File: config.mk
export PLATFORM = sky130hd
export DESIGN_NAME = elem_search_engine
export DESIGN_NICKNAME = d
export VERILOG_FILES = /design/src/rtl/elem_search_engine.sv
export SDC_FILE = /design/constraint.sdc
export NUM_CORES = 1
export LEC_CHECK = 0
export ABC_AREA = 1
export CAP_MARGIN = 20
export CORE_UTILIZATION = 47
export CTS_CLUSTER_DIAMETER = 40
export CTS_CLUSTER_SIZE = 24
export DETAILED_ROUTE_END_ITERATION = 8
export GPL_ROUTABILITY_DRIVEN = 1
export MAX_ROUTING_LAYER = met4
export PLACE_DENSITY = 0.76
export SYNTH_ARGS = -nofsm -noshare
export SYNTH_HDL_FRONTEND = slang
export SYNTH_SLANG_ARGS = --single-unit
File: constraint.sdc
create_clock -name clk -period 2.8 [get_ports clk]
set_input_delay 0.28 -clock clk [delete_from_list [all_inputs] [get_ports clk]]
set_output_delay 0.28 -clock clk [all_outputs]
set_load 0.01 [all_outputs]
File: src/rtl/elem_search_engine.sv
// Sequential element search engine: captures an N-entry array on start,
// scans one element per clock and reports min/max or first/last key match
// with its index, value, a found flag and the number of scan cycles.
module elem_search_engine #(
    parameter int W  = 7,
    parameter int N  = 10,
    parameter int IW = 4,
    parameter int CW = 7
) (
    input  logic            clk,
    input  logic            reset,
    input  logic            start,
    input  logic            ack,
    input  logic [1:0]      mode,
    input  logic [W-1:0]    key,
    input  logic [N*W-1:0]  data_in,
    output logic            busy,
    output logic            done,
    output logic            found,
    output logic [IW-1:0]   index,
    output logic [W-1:0]    value,
    output logic [CW-1:0]   cycles
);

    typedef enum logic [1:0] {
        IDLE    = 2'd0,
        COMPARE = 2'd1,
        DONE    = 2'd2
    } state_t;

    localparam logic [IW-1:0] LAST_PTR = IW'(N - 1);
    localparam logic [CW-1:0] CYC_MAX  = {CW{1'b1}};

    state_t          state_reg, state_next;
    logic [W-1:0]    elem_in  [N];
    logic [W-1:0]    elem_reg [N];
    logic [IW-1:0]   ptr_reg, ptr_next;
    logic [1:0]      mode_reg, mode_next;
    logic [W-1:0]    key_reg, key_next;
    logic            found_reg, found_next;
    logic [IW-1:0]   index_reg, index_next;
    logic [W-1:0]    value_reg, value_next;
    logic [CW-1:0]   cycles_reg, cycles_next;

    logic [W-1:0]    cur_elem;
    logic            last_ptr;
    logic            capture;

    // Unpack the flat input bus into per-element lanes
    generate
        for (genvar gi = 0; gi < N; gi++) begin : g_unpack
            assign elem_in[gi] = data_in[gi*W +: W];
        end
    endgenerate

    assign capture  = (state_reg == IDLE) && start;
    assign cur_elem = elem_reg[ptr_reg];
    assign last_ptr = (ptr_reg == LAST_PTR);

    // Snapshot the whole array when a search is accepted
    always_ff @(posedge clk or posedge reset) begin
        if (reset) begin
            for (int i = 0; i < N; i++) elem_reg[i] <= '0;
        end else if (capture) begin
            for (int i = 0; i < N; i++) elem_reg[i] <= elem_in[i];
        end
    end

    // State and result registers
    always_ff @(posedge clk or posedge reset) begin
        if (reset) begin
            state_reg  <= IDLE;
            ptr_reg    <= '0;
            mode_reg   <= '0;
            key_reg    <= '0;
            found_reg  <= 1'b0;
            index_reg  <= '0;
            value_reg  <= '0;
            cycles_reg <= '0;
        end else begin
            state_reg  <= state_next;
            ptr_reg    <= ptr_next;
            mode_reg   <= mode_next;
            key_reg    <= key_next;
            found_reg  <= found_next;
            index_reg  <= index_next;
            value_reg  <= value_next;
            cycles_reg <= cycles_next;
        end
    end

    // Next-state and datapath update: one element examined per COMPARE cycle
    always_comb begin
        state_next  = state_reg;
        ptr_next    = ptr_reg;
        mode_next   = mode_reg;
        key_next    = key_reg;
        found_next  = found_reg;
        index_next  = index_reg;
        value_next  = value_reg;
        cycles_next = cycles_reg;

        case (state_reg)
            IDLE: begin
                if (start) begin
                    state_next  = COMPARE;
                    mode_next   = mode;
                    key_next    = key;
                    cycles_next = '0;
                    index_next  = '0;
                    if (!mode[1]) begin
                        // min/max seed with element 0, so scanning starts at 1
                        value_next = elem_in[0];
                        found_next = 1'b1;
                        ptr_next   = IW'(1);
                    end else begin
                        value_next = '0;
                        found_next = 1'b0;
                        ptr_next   = '0;
                    end
                end
            end
            COMPARE: begin
                cycles_next = (cycles_reg == CYC_MAX) ? cycles_reg : cycles_reg + CW'(1);
                ptr_next    = last_ptr ? ptr_reg : ptr_reg + IW'(1);
                if (last_ptr) state_next = DONE;
                case (mode_reg)
                    2'b00: begin
                        // strict compare keeps the lowest index on ties
                        if (cur_elem < value_reg) begin
                            index_next = ptr_reg;
                            value_next = cur_elem;
                        end
                    end
                    2'b01: begin
                        if (cur_elem > value_reg) begin
                            index_next = ptr_reg;
                            value_next = cur_elem;
                        end
                    end
                    2'b10: begin
                        if (cur_elem == key_reg) begin
                            found_next = 1'b1;
                            index_next = ptr_reg;
                            value_next = key_reg;
                            state_next = DONE;
                        end
                    end
                    default: begin
                        if (cur_elem == key_reg) begin
                            found_next = 1'b1;
                            index_next = ptr_reg;
                            value_next = key_reg;
                        end
                    end
                endcase
            end
            DONE: begin
                if (ack) state_next = IDLE;
            end
            default: state_next = IDLE;
        endcase
    end

    assign busy   = (state_reg == COMPARE);
    assign done   = (state_reg == DONE);
    assign found  = found_reg;
    assign index  = index_reg;
    assign value  = value_reg;
    assign cycles = cycles_reg;

endmodule

==> reports/qor.json <==
{
  "detail_route.iter0.violations": 387,
  "synth.largest_area_cell": "sky130_fd_sc_hd__dfrtp_1",
  "holdCritPathClass": "in -> async",
  "setup_viol_count_final": 0,
  "placement_rows": 38,
  "synthToLayoutAreaGrowth_pct": 33.5,
  "timing.setup.tns_ps": 0,
  "p_int_w": 0.00491,
  "route.antenna.remaining_nets": 0,
  "power.combinational.fraction_pct": 56.0,
  "finalWirelength_um": 14800,
  "synth.cell_area_um2": 5370,
  "seq_power_share_pct": 30.4,
  "globalRouteTotalUtil_pct": 25.4,
  "routed_vias": 5096,
  "r2r_start": "ptr_reg[0]",
  "post-route-drc-count": 0,
  "die_y_um": 109,
  "numnets_final": 915,
  "r2r.worst_path.cells": 17,
  "net_count_after_synthesis": 815,
  "worst_hold_slack_ps": 435,
  "max-vdd-ir-drop_v": 0.000610,
  "fmaxAchievable_ghz": 0.361,
  "clk_pin_slew_worst_paths_ps": 70,
  "setup.worst_path.class": "reg -> reg",
  "numClockSinks": 104,
  "start_util_pct": 48.8,
  "grt_start_max_net_pins": 105,
  "synth_most_common_cell": "sky130_fd_sc_hd__nand2_1",
  "final_cell_count_no_fill": 966,
  "power-per-cell-area_nw_per_um2": 1230,
  "grt_pass1_vias": 4702,
  "numPlacedInstances": 941,
  "clkLatencyLatePin_ps": 350,
  "finalWeightedCongestion": 0.852,
  "clock_tree.buffer_depth": 2,
  "antenna_violations_before_repair": 0,
  "cts-root-buf": "sky130_fd_sc_hd__clkbuf_16",
  "power.share.switching_pct": 44.2,
  "max-cap-violations": 0,
  "slew-limit-headroom_pct": 60.3,
  "num_antenna_cells": 0,
  "origin_of_the_worst_setup_path": "ptr_reg[0]",
  "total_switching_power_w": 0.00389,
  "fp.coreArea_um2": 11000,
  "r2r-end": "index[0]",
  "register_to_register_setup_slack_ps": 30,
  "grt_setup_unrepaired": "yes",
  "largest_register_ffs": 70,
  "wl_per_cell_um": 15.4,
  "synth_top_flop_cell": "sky130_fd_sc_hd__dfrtp_1",
  "cp_data_arrival_time_ps": 3010,
  "cts_buffers": 9,
  "run_status": "finished, final reports clean",
  "skew_ps": 7.86,
  "buffer_ports.inserted": 103,
  "total_count_of_hold_check_failures_in_the_final_report": 0,
  "synth_top_area_share_pct": 48.5,
  "synthTopCellsByArea": "sky130_fd_sc_hd__dfrtp_1 (49%), sky130_fd_sc_hd__nand2_1 (20%), sky130_fd_sc_hd__o21ai_0 (5.8%)",
  "synth-seq-area-share_pct": 48.5,
  "synth.lib_cells_used.distinct": 29,
  "cts.htree.levels": 3,
  "worstPathRequired_ps": 3040,
  "min_period_ps": 2770,
  "yosys_warnings": 0,
  "timing_worst_slew_pin_value_ps": 589,
  "wire_length_of_the_first_global_routing_pass_um": 22400,
  "cp-start-kind": "register",
  "critPathMaxFanout": 8,
  "die_area_um2": 11800,
  "synthArstFlopShare_pct": 100,
  "cts_tree": "done",
  "p_clk_share_pct": 13.6,
  "synth_cells": 722,
  "synth-seq-cells": 104,
  "synth_top_cells_by_count": "sky130_fd_sc_hd__nand2_1 (287), sky130_fd_sc_hd__dfrtp_1 (104), sky130_fd_sc_hd__inv_1 (65), sky130_fd_sc_hd__o21ai_0 (62), sky130_fd_sc_hd__nor2_1 (51)",
  "syn_avg_cell_area_um2": 7.43,
  "endpoint_kind": "register",
  "drive_gt1_share_pct": 10.5,
  "io-pin-count": 104,
  "post-route-period-util_pct": 99.0,
  "critical_path.endpoint": "index[0]",
  "ratio_of_routed_vias_to_standard_cells": 5.28,
  "overflow_left_after_global_routing": 0,
  "synth_enable_flop_cells": 0,
  "postLayoutCoreUtil_pct": 65.2,
  "place_hpwl_um": 10000,
  "cellLeakagePower_nw": 3.48,
  "die_w_um": 109,
  "report.final.slew_viol_count": 0,
  "first_drt_pass_iteration_count": 6
}
==> area by class of cell <==
cell class,count,area [µm²]
fillers,925,3820
flip-flops and latches,104,2610
multi-input cells,514,2510
repair buffers,126,1330
inverters,67,267
clock buffers,13,260
well taps,140,175
clock inverters,2,13.8
==> cell usage in the layout, fill, tap and decap left out, types with 7 or more instances in the layout <==
cell type                         synthesis  routed
sky130_fd_sc_hd__nand2_1                287     280
sky130_fd_sc_hd__nor2_2                   2      10
sky130_fd_sc_hd__a21oi_1                 12       9
sky130_fd_sc_hd__o21ai_0                 62      59
sky130_fd_sc_hd__nand2_2                  6       8
sky130_fd_sc_hd__nand3_1                 48      43
sky130_fd_sc_hd__inv_1                   65      62
sky130_fd_sc_hd__clkdlybuf4s50_1          0     103
sky130_fd_sc_hd__dfrtp_1                104     103
sky130_fd_sc_hd__clkbuf_16                0      13
sky130_fd_sc_hd__buf_4                    4      12
sky130_fd_sc_hd__nor2_1                  51      40
sky130_fd_sc_hd__nand3_2                  2       7
==> critical path, cell delays in order (launching register included) <==
cell	delay, ps
sky130_fd_sc_hd__dfrtp_4	590
sky130_fd_sc_hd__buf_8	180
sky130_fd_sc_hd__nor2_1	130
sky130_fd_sc_hd__nor2_1	70
sky130_fd_sc_hd__nand2_1	70
sky130_fd_sc_hd__nand3_1	80
sky130_fd_sc_hd__nand3_2	120
sky130_fd_sc_hd__nand2_4	70
sky130_fd_sc_hd__ha_4	280
sky130_fd_sc_hd__nand2_2	60
sky130_fd_sc_hd__nor2_2	110
sky130_fd_sc_hd__nand2_1	70
sky130_fd_sc_hd__o211ai_1	110
sky130_fd_sc_hd__a31oi_1	130
sky130_fd_sc_hd__nor2_2	270
sky130_fd_sc_hd__nand2_2	160
sky130_fd_sc_hd__nand2_1	100
sky130_fd_sc_hd__nand2_1	60
==> cells by family after synthesis <==
| kind of cell | share of synthesized area [%] |
|---|---|
| AO/OA/AOI/OAI | 8.98 |
| AND/OR/NAND/NOR | 31.6 |
| flip-flops | 48.5 |
| buffers and inverters | 8.61 |
| adder cells (fa/ha/maj) | 2.33 |
==> power by group through the flow <==
stage	combinational [W]	clock, W	sequential [W]
after floorplan	0.00295	0	0.00253
after global placement	0.00392	0	0.00261
after detailed placement	0.00401	0	0.00263
after CTS	0.00405	0.00121	0.00260
after global routing	0.00548	0.00126	0.00275
final	0.00493	0.00120	0.00268
==> worst min path at each step <==
stage	start	endpoint	slack, ps	cells past startpoint
finish	reset	elem_reg[39]	440	3
global route	data_in[65]	elem_reg[2]	480	3
CTS	data_in[67]	elem_reg[4]	450	3
detailed placement	elem_reg[1]	elem_reg[1]	470	2
global placement	found	found	460	2
floorplan	data_in[63]	elem_reg[0]	390	2
==> through the flow <==
stage	power [W]	instance area, µm²	worst slack [ps]
detailed placement	0.00664	6510	136
CTS	0.00787	6780	123
floorplan	0.00548	5370	268
finish	0.00880	7160	29.2
global placement	0.00653	6510	235
global route	0.00949	7160	-125
==> repair_timing <==
item / CTS / global route
hold buffers: 0 / 0
endpoints found under the setup margin: 0 / 11
gates resized for setup: 0 / 55
endpoints found under the hold margin: 0 / 0
buffers inserted: 0 / 3
==> routing by layer <==
metal / vias up / GRT usage [%] / wire (µm)
li1: 2465 / - / -
met1: 2442 / 34.4 / 6790
met2: 175 / 40.1 / 7110
met3: 14 / 3.29 / 795
met4: 0 / 7.05 / 146
met5: - / - / 0
Note: power is estimated with default switching activity, not from simulation.
